`src/rtl/sa_pkg.sv`:
```
`default_nettype none
// sa_pkg: state encoding and step-count helper shared by the systolic feeder files.
package sa_pkg;

  typedef enum logic [1:0] {
    LOAD    = 2'd0,
    CLEAR   = 2'd1,
    COMPUTE = 2'd2,
    DRAIN   = 2'd3
  } sa_state_t;

  function automatic int sa_steps(input int dim);
    return 3 * dim - 2;
  endfunction

endpackage
`default_nettype wire

```
`src/rtl/sa_skew_buf.sv`:
```
`default_nettype none
// sa_skew_buf: DIMxDIM operand store with a combinational diagonal (skewed) read for step t.
module sa_skew_buf
  import sa_pkg::*;
#(
  parameter int BITS_AB = 8,
  parameter int DIM     = 8,
  parameter int IDX_W   = $clog2(DIM),
  parameter int STEP_W  = $clog2(3 * DIM - 2)
) (
  input  logic                         clk,
  input  logic                         wr_en,
  input  logic [IDX_W-1:0]             wr_idx,
  input  logic [DIM-1:0][BITS_AB-1:0]  wr_a,
  input  logic [DIM-1:0][BITS_AB-1:0]  wr_b,
  input  logic                         active,
  input  logic [STEP_W-1:0]            step,
  output logic [DIM-1:0][BITS_AB-1:0]  sel_a,
  output logic [DIM-1:0][BITS_AB-1:0]  sel_b
);

  // a_mem[k][r] = A[r][k], b_mem[k][c] = B[k][c]
  logic [DIM-1:0][BITS_AB-1:0] a_mem [DIM];
  logic [DIM-1:0][BITS_AB-1:0] b_mem [DIM];

  always_ff @(posedge clk) begin
    if (wr_en) begin
      a_mem[wr_idx] <= wr_a;
      b_mem[wr_idx] <= wr_b;
    end
  end

  // Edge lane i carries element k = t - i; outside the diagonal band it is zero.
  always_comb begin
    sel_a = '0;
    sel_b = '0;
    for (int i = 0; i < DIM; i++) begin
      if (active && (int'(step) >= i) && (int'(step) - i < DIM)) begin
        sel_a[i] = a_mem[IDX_W'(int'(step) - i)][i];
        sel_b[i] = b_mem[IDX_W'(int'(step) - i)][i];
      end
    end
  end

endmodule
`default_nettype wire

```
`src/rtl/systolic_feeder.sv`:
```
`default_nettype none
// systolic_feeder: loads an operand pair, clears, feeds skewed wavefronts and drains result rows.
// Optional macro SA_ACCUM_EN adds an accum input that skips CLEAR for K-tiling.
module systolic_feeder
  import sa_pkg::*;
#(
  parameter int BITS_AB = 8,
  parameter int BITS_C  = 16,
  parameter int DIM     = 8
) (
  input  logic                          clk,
  input  logic                          rst,
  input  logic                          in_valid,
  output logic                          in_ready,
  input  logic [DIM-1:0][BITS_AB-1:0]   in_a,
  input  logic [DIM-1:0][BITS_AB-1:0]   in_b,
`ifdef SA_ACCUM_EN
  input  logic                          accum,
`endif
  output logic [DIM-1:0][BITS_AB-1:0]   arr_a,
  output logic [DIM-1:0][BITS_AB-1:0]   arr_b,
  output logic                          arr_en,
  output logic                          arr_wren,
  output logic [DIM-1:0][BITS_C-1:0]    arr_cin,
  output logic [$clog2(DIM)-1:0]        arr_crow,
  input  logic [DIM-1:0][BITS_C-1:0]    arr_cout,
  output logic                          out_valid,
  input  logic                          out_ready,
  output logic [DIM-1:0][BITS_C-1:0]    out_c,
  output logic [$clog2(DIM)-1:0]        out_row,
  output logic                          out_last,
  output logic                          busy
);

  localparam int IDX_W  = $clog2(DIM);
  localparam int STEPS  = sa_steps(DIM);
  localparam int STEP_W = $clog2(STEPS);
  localparam logic [IDX_W-1:0]  LAST_IDX  = IDX_W'(DIM - 1);
  localparam logic [STEP_W-1:0] LAST_STEP = STEP_W'(STEPS - 1);

  sa_state_t          state, state_nx;
  logic [IDX_W-1:0]   cnt;
  logic [IDX_W-1:0]   row;
  logic [STEP_W-1:0]  step;
  logic               in_fire, out_fire, skip_clear;

  assign in_fire  = (state == LOAD) && in_valid;
  assign out_fire = (state == DRAIN) && out_ready;

`ifdef SA_ACCUM_EN
  logic accum_q;
  always_ff @(posedge clk or posedge rst) begin
    if (rst)
      accum_q <= 1'b0;
    else if (in_fire && (cnt == '0))
      accum_q <= accum;
  end
  // The flag belongs to the job's first beat, which may also be its last.
  assign skip_clear = (cnt == '0) ? accum : accum_q;
`else
  assign skip_clear = 1'b0;
`endif

  always_ff @(posedge clk or posedge rst) begin
    if (rst) begin
      state <= LOAD;
      cnt   <= '0;
      step  <= '0;
      row   <= '0;
    end else begin
      state <= state_nx;
      case (state)
        LOAD:    if (in_fire) cnt <= (cnt == LAST_IDX) ? '0 : cnt + 1'b1;
        CLEAR:   cnt  <= (cnt == LAST_IDX) ? '0 : cnt + 1'b1;
        COMPUTE: step <= (step == LAST_STEP) ? '0 : step + 1'b1;
        DRAIN:   if (out_fire) row <= (row == LAST_IDX) ? '0 : row + 1'b1;
        default: ;
      endcase
    end
  end

  always_comb begin
    state_nx  = state;
    in_ready  = 1'b0;
    arr_en    = 1'b0;
    arr_wren  = 1'b0;
    arr_crow  = '0;
    out_valid = 1'b0;
    unique case (state)
      LOAD: begin
        in_ready = 1'b1;
        if (in_fire && (cnt == LAST_IDX))
          state_nx = skip_clear ? COMPUTE : CLEAR;
      end
      CLEAR: begin
        arr_wren = 1'b1;
        arr_crow = cnt;
        if (cnt == LAST_IDX) state_nx = COMPUTE;
      end
      COMPUTE: begin
        arr_en = 1'b1;
        if (step == LAST_STEP) state_nx = DRAIN;
      end
      DRAIN: begin
        arr_crow  = row;
        out_valid = 1'b1;
        if (out_fire && (row == LAST_IDX)) state_nx = LOAD;
      end
      default: state_nx = LOAD;
    endcase
  end

  sa_skew_buf #(
    .BITS_AB (BITS_AB),
    .DIM     (DIM),
    .IDX_W   (IDX_W),
    .STEP_W  (STEP_W)
  ) u_skew (
    .clk    (clk),
    .wr_en  (in_fire),
    .wr_idx (cnt),
    .wr_a   (in_a),
    .wr_b   (in_b),
    .active (state == COMPUTE),
    .step   (step),
    .sel_a  (arr_a),
    .sel_b  (arr_b)
  );

  assign arr_cin  = '0;
  assign out_c    = arr_cout;
  assign out_row  = row;
  assign out_last = (state == DRAIN) && (row == LAST_IDX);
  assign busy     = (state != LOAD);

endmodule
`default_nettype wire

```
`config.mk`:
```
export PLATFORM = sky130hd
export DESIGN_NAME = systolic_feeder
export DESIGN_NICKNAME = d
export VERILOG_FILES = /design/src/rtl/sa_pkg.sv /design/src/rtl/sa_skew_buf.sv /design/src/rtl/systolic_feeder.sv
export SDC_FILE = /design/constraint.sdc
export NUM_CORES = 1
export LEC_CHECK = 0
export ABC_CLOCK_PERIOD_IN_PS = 11000
export CORE_MARGIN = 2
export CORE_UTILIZATION = 49
export CTS_CLUSTER_SIZE = 16
export DETAILED_ROUTE_END_ITERATION = 10
export PLACE_DENSITY = 0.87
export SKIP_CTS_REPAIR_TIMING = 1
export SLEW_MARGIN = 5
export SYNTH_ARGS = -nofsm -noshare
export SYNTH_HDL_FRONTEND = slang
export SYNTH_HIERARCHICAL = 1
export SYNTH_SLANG_ARGS = --single-unit
export TNS_END_PERCENT = 5
```
`constraint.sdc`:
```
create_clock -name clk -period 11 [get_ports clk]
set_input_delay 1.1 -clock clk [delete_from_list [all_inputs] [get_ports clk]]
set_output_delay 1.1 -clock clk [all_outputs]
set_load 0.01 [all_outputs]
```
==> flow_summary.json, run 1 <==
{
  "p_comb_share_pct": 32.8,
  "synthCells": 2116,
  "vias": 20470,
  "numClockSinks": 1037,
  "ys_ff_latch": 1037,
  "h-tree-depth": 3,
  "synth_ff_type": "edfxtp_1",
  "p_sw_w": 0.003671,
  "grtUsageMet3_pct": 8.663,
  "initial_core_util_pct": 49.59,
  "fp.dieW_um": 297.8,
  "r2r-end": "u_skew/b_mem[6][4]$_DFFE_PP_",
  "synth.area.top_cells": "edfxtp_1 (73%), mux4_2 (14%), buf_4 (5.0%)",
  "maxSlewHeadroom_pct": 21.26,
  "worst_hold_path_type": "flop to flop",
  "finalCritPeriodShare_pct": 59.59,
  "worst_path_max_delay_cell": "dfrtp_4",
  "final_nets": 2591,
  "grt_first_pass_wirelength_um": 148600,
  "nFillCells": 6045,
  "place_inst": 3349,
  "ioPinCount": 656,
  "dieArea_um2": 88670,
  "grt_pass1_vias": 20610,
  "yosysWarnings": 6,
  "p_int_w": 0.008198,
  "gp_congestion": 0.7469,
  "die_h_um": 297.8,
  "drive_gt1_share_pct": 20.19,
  "setup_violations": 0,
  "tritoncts": "built",
  "holdPathStages": 1,
  "met2_usage_pct": 38.56,
  "dp_slack_ns": 5.017,
  "hold_end": "state[1]$_DFFE_PP0P_",
  "final_hold_viol_count": 0,
  "viasPerCell": 5.767,
  "leakage_nw": 15.46,
  "synthArstFlopShare_pct": 1.254,
  "cp.arrival_ns": 5.45,
  "syn2layout_area_growth_pct": 13.81,
  "path_max_fanout": 51,
  "cpPeakStageDelay_ns": 1.07,
  "design_area_um2": 48130,
  "grt_use_total_pct": 23.16,
  "numCtsBuffers": 100,
  "synth_edf_count": 1024,
  "power_frac_seq_pct": 40.0,
  "final_cell_count_no_fill": 3549,
  "worst_slew_pin_slew_ns": 1.181,
  "syn_area_um2": 42290,
  "drt-pass1-iter-count": 5,
  "crit_chain": "inv_1, ha_4, buf_4, buf_4, mux4_2, mux2i_1, nor3b_1, clkdlybuf4s50_1",
  "place_area_um2": 44970,
  "r2r_start": "state[0]$_DFFE_PP0P_",
  "tns_ns": 0,
  "ff2ff_path_depth": 6,
  "drt_drc_violations_left": 0,
  "syn_area_per_cell_um2": 19.98,
  "power_density_nw_per_um2": 246.6,
  "crit_path_frequent_cell": "buf_4",
  "end_kind": "output pin",
  "crit_type": "flop to output pin",
  "port_buffers": 271,
  "ir_worst_vdd_mv": 0.2582,
  "clockRootBuffer": "clkbuf_16",
  "finalMaxSlewViolations": 0,
  "skew_ns": 0.04042,
  "wire_per_inst_um": 29.34,
  "yosys.area.top_type": "edfxtp_1",
  "reg2reg_slack_ns": 7.31,
  "critPathLaunchType": "flop",
  "grt_max_degree": 113,
  "holdWs_ns": 0.5793,
  "drt_iter0_markers": 1682,
  "clk_transition_reported_paths_ns": 0.06,
  "synth_cell_types": 60,
  "max_freq_mhz": 152.6,
  "grt_use_met1_pct": 27.37,
  "status": "complete, no violations",
  "wirelength_um": 104100,
  "ys_seq_area_share_pct": 73.48,
  "netlist.area_leader.share_pct": 72.71,
  "cts_max_path_buffers": 3,
  "layout_setup_ws_ns": 4.445,
  "cap_violations": 0,
  "grt-ovfl-total": 0,
  "std_cell_rows": 107,
  "hp-start": "state[1]$_DFFE_PP0P_",
  "fp.coreArea_um2": 85280,
  "finalCriticalPeriod_ns": 6.555,
  "antenna_found_initial": 16,
  "busiest_layer": "met2",
  "place_hpwl_um": 64480,
  "insertion_delay_ns": 0.65,
  "critical_path_required_ns": 9.90,
  "rsz0062_at_grt": "no",
  "detail-route-antenna-nets": 0,
  "switching_share_pct": 30.93,
  "clockPowerShare_pct": 27.2
}
[per-layer routing]
metal,part of all wire (%),vias up
li1,-,8478
met3,11,158
met5,0.19,-
met4,3.7,12
met2,50,1177
met1,35,10640
[critical path: cells and delay by family (launching register included)]
| family | cells | cell delay [ns] |
|---|---|---|
| buffers and inverters | 4 | 2.18 |
| flip-flops | 1 | 1.07 |
| adder cells (fa/ha/maj) | 1 | 0.69 |
| multiplexers | 2 | 0.42 |
| AND/OR/NAND/NOR | 1 | 0.38 |
[synthesized netlist by cell type, types with 17 or more instances]
master,count
ha_1,24
edfxtp_1,1024
nor2_1,25
mux4_2,256
nand2_1,145
buf_4,279
nor3b_1,48
mux2i_1,67
a21oi_1,59
buf_2,17
clkbuf_1,40
[power by group through the flow]
| stage | combinational (W) | clock, W | sequential [W] |
|---|---|---|---|
| finish | 0.00389 | 0.00322 | 0.00475 |
| floorplan | 0.00281 | 0 | 0.00478 |
| global route | 0.00417 | 0.00343 | 0.00478 |
| detailed placement | 0.00392 | 0 | 0.00484 |
| global placement | 0.00383 | 0 | 0.00481 |
| CTS | 0.00395 | 0.00328 | 0.00476 |
[layout make-up]
cell class | count | area [um2] | share of cell area, %
Antenna cell | 13 | 32.53 | 0.06759
Timing Repair Buffer | 313 | 3053 | 6.343
Clock buffer | 120 | 2630 | 5.464
Sequential cell | 1037 | 31080 | 64.58
Multi-Input combinational cell | 843 | 9355 | 19.44
Inverter | 12 | 45.04 | 0.09359
Clock inverter | 67 | 499.2 | 1.037
Tap cell | 1144 | 1431 | 2.974
[metrics by stage]
stage	utilization, %	total power, W
3_3_place_gp	52.73	0.008641
4_1_cts	56.40	0.01199
2_1_floorplan	-	0.007595
3_5_place_dp	52.73	0.008764
5_1_grt	56.43	0.01237
6_report	56.44	0.01187
[kinds of logic after synthesis]
logic type / count (synthesis) / share of synthesized area [%]
compound gates: 105 / 1.618
xor+xnor: 3 / 0.07990
fa+ha+maj: 24 / 0.7101
buf+inv: 363 / 5.805
flops: 1037 / 73.48
mux: 326 / 15.31
other cells: 1 / 0.008868
simple gates: 257 / 2.985
[flip-flops by register name, indices dropped and copies added (netlist names)]
signal        count
step              5
u_skew/a_mem    512
cnt               3
out_row           3
u_skew/b_mem    512
state             2
[worst max-delay path by stage]
stage	startpoint	endpoint
3_3_place_gp	step[0]$_DFFE_PP0P_	arr_b[43]
4_1_cts	step[0]$_DFFE_PP0P_	arr_b[40]
3_5_place_dp	step[0]$_DFFE_PP0P_	arr_b[43]
2_1_floorplan	in_valid	u_skew/a_mem[0][0]$_DFFE_PP_
6_report	step[0]$_DFFE_PP0P_	arr_b[43]
5_1_grt	step[0]$_DFFE_PP0P_	arr_a[15]
[layout by cell type (no fill, tap or decap), types with 3 or more instances in the layout]
cell and count:
a211oi_1 3, a21boi_1 3, a21o_1 3, a21oi_1 58
a21oi_2 11, a22o_1 4, and2_1 3, buf_4 40
bufinv_16 4, clkbuf_1 17, clkbuf_16 102, clkdlybuf4s50_1 271
clkinv_1 26, clkinv_2 26, clkinv_4 3, conb_1 128
dfrtp_1 10, diode_2 13, edfxtp_1 1024, ha_1 21
inv_1 11, mux2i_1 67, mux4_2 256, nand2_1 145
nand2b_1 11, nor2_1 19, nor2_4 6, nor2b_1 4
nor3_1 5, nor3b_1 48, o21ai_0 8
Note: power is estimated with default switching activity, not from simulation.
==> inputs of run 2 (changes only) <==
--- a/config.mk
+++ b/config.mk
@@ -5,12 +5,12 @@
 export SDC_FILE = /design/constraint.sdc
 export NUM_CORES = 1
 export LEC_CHECK = 0
-export ABC_CLOCK_PERIOD_IN_PS = 11000
+export ABC_CLOCK_PERIOD_IN_PS = 6200
 export CORE_MARGIN = 2
-export CORE_UTILIZATION = 49
+export CORE_UTILIZATION = 54
 export CTS_CLUSTER_SIZE = 16
 export DETAILED_ROUTE_END_ITERATION = 10
-export PLACE_DENSITY = 0.87
+export PLACE_DENSITY = 0.9
 export SKIP_CTS_REPAIR_TIMING = 1
 export SLEW_MARGIN = 5
 export SYNTH_ARGS = -nofsm -noshare
==> constraint.sdc (replaced) <==
create_clock -name clk -period 6.2 [get_ports clk]
set_input_delay 0.62 -clock clk [delete_from_list [all_inputs] [get_ports clk]]
set_output_delay 0.62 -clock clk [all_outputs]
set_load 0.01 [all_outputs]
==> run 2 against run 1 <==
Compared with the run above: global-route usage rose by 4.8 points; utilization is 5.5 points higher; die area fell by 9.1%; combinational power increased by 87%; wire length is 9.1% higher; register-to-register slack worse by 4.4 ns; via count is 3.9% higher; power increased by 80%; worst hold slack got worse by 0.17 ns; first-iteration DRC count increased by 66%; largest cell class unchanged; largest power group unchanged; highest routed layer unchanged.
==> flow_summary.json, run 2 (synthesized netlist as in run 1, its figures left out) <==
{
  "numCtsBuffers": 98,
  "cp.buffers_inverters": 3,
  "worst_slew_pin_slew_ns": 1.249,
  "wl_met2_um": 56610,
  "h-tree-depth": 3,
  "die_h_um": 283.8,
  "grt_max_degree": 129,
  "tritoncts": "built",
  "p_int_w": 0.01444,
  "critPathLaunchType": "flop",
  "gp_congestion": 0.7709,
  "finalMaxSlewViolations": 0,
  "vias": 21270,
  "cp.arrival_ns": 4.73,
  "switching_share_pct": 32.26,
  "power_density_nw_per_um2": 444.2,
  "holdWs_ns": 0.4112,
  "tns_ns": 0,
  "p_comb_share_pct": 34.1,
  "clockPowerShare_pct": 26.4,
  "skew_ns": 0.03714,
  "p_total_w": 0.02131,
  "grt_first_pass_wirelength_um": 159500,
  "critical_path_required_ns": 5.58,
  "worst_path_max_delay_cell": "dfrtp_4",
  "numClockSinks": 1037,
  "cap_violations": 0,
  "grt_pass1_vias": 21310,
  "final_common_cell": "edfxtp_1",
  "port_buffers": 271,
  "grt-ovfl-total": 0,
  "wire_per_inst_um": 33.09,
  "status": "complete, no violations",
  "crit_type": "flop to output pin",
  "antenna_found_initial": 30,
  "worst_hold_path_type": "primary input to async pin",
  "final_hold_viol_count": 0,
  "cpPeakStageDelay_ns": 0.87,
  "wl_met3_um": 14330,
  "viasPerCell": 6.192,
  "wl_met1_um": 36780,
  "cts_max_path_buffers": 3,
  "drive_gt1_share_pct": 19.40,
  "ir_worst_vdd_mv": 0.4531,
  "initial_core_util_pct": 54.59,
  "final_core_util_pct": 61.94,
  "insertion_delay_ns": 0.66,
  "crit_path_frequent_cell": "buf_4",
  "top_regs": "u_skew/a_mem x512, u_skew/b_mem x512, step x5",
  "crit_chain": "buf_4, buf_4, mux4_2, mux2i_1, nor3b_1, clkdlybuf4s50_1",
  "syn2layout_area_growth_pct": 13.47,
  "clk_transition_reported_paths_ns": 0.06,
  "topRoutingLayerUsed": "met5",
  "drt-pass1-iter-count": 7,
  "drt_iter0_markers": 2786,
  "ioPinCount": 656,
  "std_cell_rows": 102,
  "p_sw_w": 0.006876,
  "power_frac_seq_pct": 39.5,
  "max_freq_mhz": 186.8,
  "wirelength_um": 113600,
  "maxSlewHeadroom_pct": 16.75,
  "path_max_fanout": 44,
  "setup_violations": 0,
  "layout.cells.most_common_list": "edfxtp_1 (1024), clkdlybuf4s50_1 (271), mux4_2 (256)",
  "final_nets": 2585,
  "drt_drc_violations_left": 0,
  "rsz0062_at_grt": "no",
  "fp.dieW_um": 283.8,
  "leakage_nw": 15.37,
  "finalCritPeriodShare_pct": 86.36,
  "detail-route-antenna-nets": 0,
  "crit_family": "buffers and inverters",
  "end_kind": "output pin",
  "dieArea_um2": 80570,
  "place_hpwl_um": 70060,
  "finalCriticalPeriod_ns": 5.354,
  "clockRootBuffer": "clkbuf_16",
  "fp.coreArea_um2": 77470,
  "nFillCells": 5039,
  "grt_use_total_pct": 28.00
}
## run 2: cell type report
type                    instances  area, um2  share of cell area, %
flip-flops and latches       1037      31080                  64.78
multi-input cells             843       9368                  19.52
repair buffers                309       3123                  6.508
clock buffers                 123       2546                  5.306
well taps                    1040       1301                  2.712
clock inverters                52      474.2                 0.9882
inverters                      12      45.04                0.09387
diodes                         18      45.04                0.09387
## run 2: metrics by stage
stage | worst slack (ns) | instances | area (um2)
2_1_floorplan | -0.8007 | 2243 | 42780
3_3_place_gp | 1.574 | 3241 | 44920
3_5_place_dp | 1.534 | 3241 | 44920
4_1_cts | 0.6957 | 3416 | 47940
5_1_grt | 0.5002 | 3433 | 47980
6_report | 0.8457 | 3434 | 47990
## run 2: routing by layer
layer	track usage [%]	vias to the layer above
li1	-	8442
met1	32.32	10950
met2	45.68	1615
met3	11.20	243
met4	13.43	18
met5	1.310	-
## run 2: final timing paths
check	slack [ns]	startpoint	cells after the start	endpoint
worst min-delay path	0.41	rst	2	out_row[0]$_DFFE_PP0P_
max in group asynchronous	5.28	rst	2	step[1]$_DFFE_PP0P_
worst max-delay path	0.85	step[0]$_DFFE_PP0P_	6	arr_a[52]
worst min register to register	0.56	out_row[1]$_DFFE_PP0P_	2	out_row[1]$_DFFE_PP0P_
min in group clk	0.56	out_row[1]$_DFFE_PP0P_	2	out_row[1]$_DFFE_PP0P_
worst max register to register	2.89	state[1]$_DFFE_PP0P_	6	u_skew/b_mem[6][55]$_DFFE_PP_
## run 2: worst reg2reg max path, cell delays in order, from the launching register on
cell and delay, ns:
dfrtp_1 0.42, inv_1 0.12, ha_1 0.35, and2_1 0.21
nand2_1 0.26, nor2_4 0.85, buf_4 0.66
## run 2: power by group through the flow
stage | clock network (W) | logic (W) | registers [W]
4_1_cts | 0.00567 | 0.00730 | 0.00841
3_3_place_gp | 0 | 0.00701 | 0.00850
3_5_place_dp | 0 | 0.00718 | 0.00855
5_1_grt | 0.00593 | 0.00766 | 0.00845
6_report | 0.00563 | 0.00728 | 0.00841
2_1_floorplan | 0 | 0.00499 | 0.00845
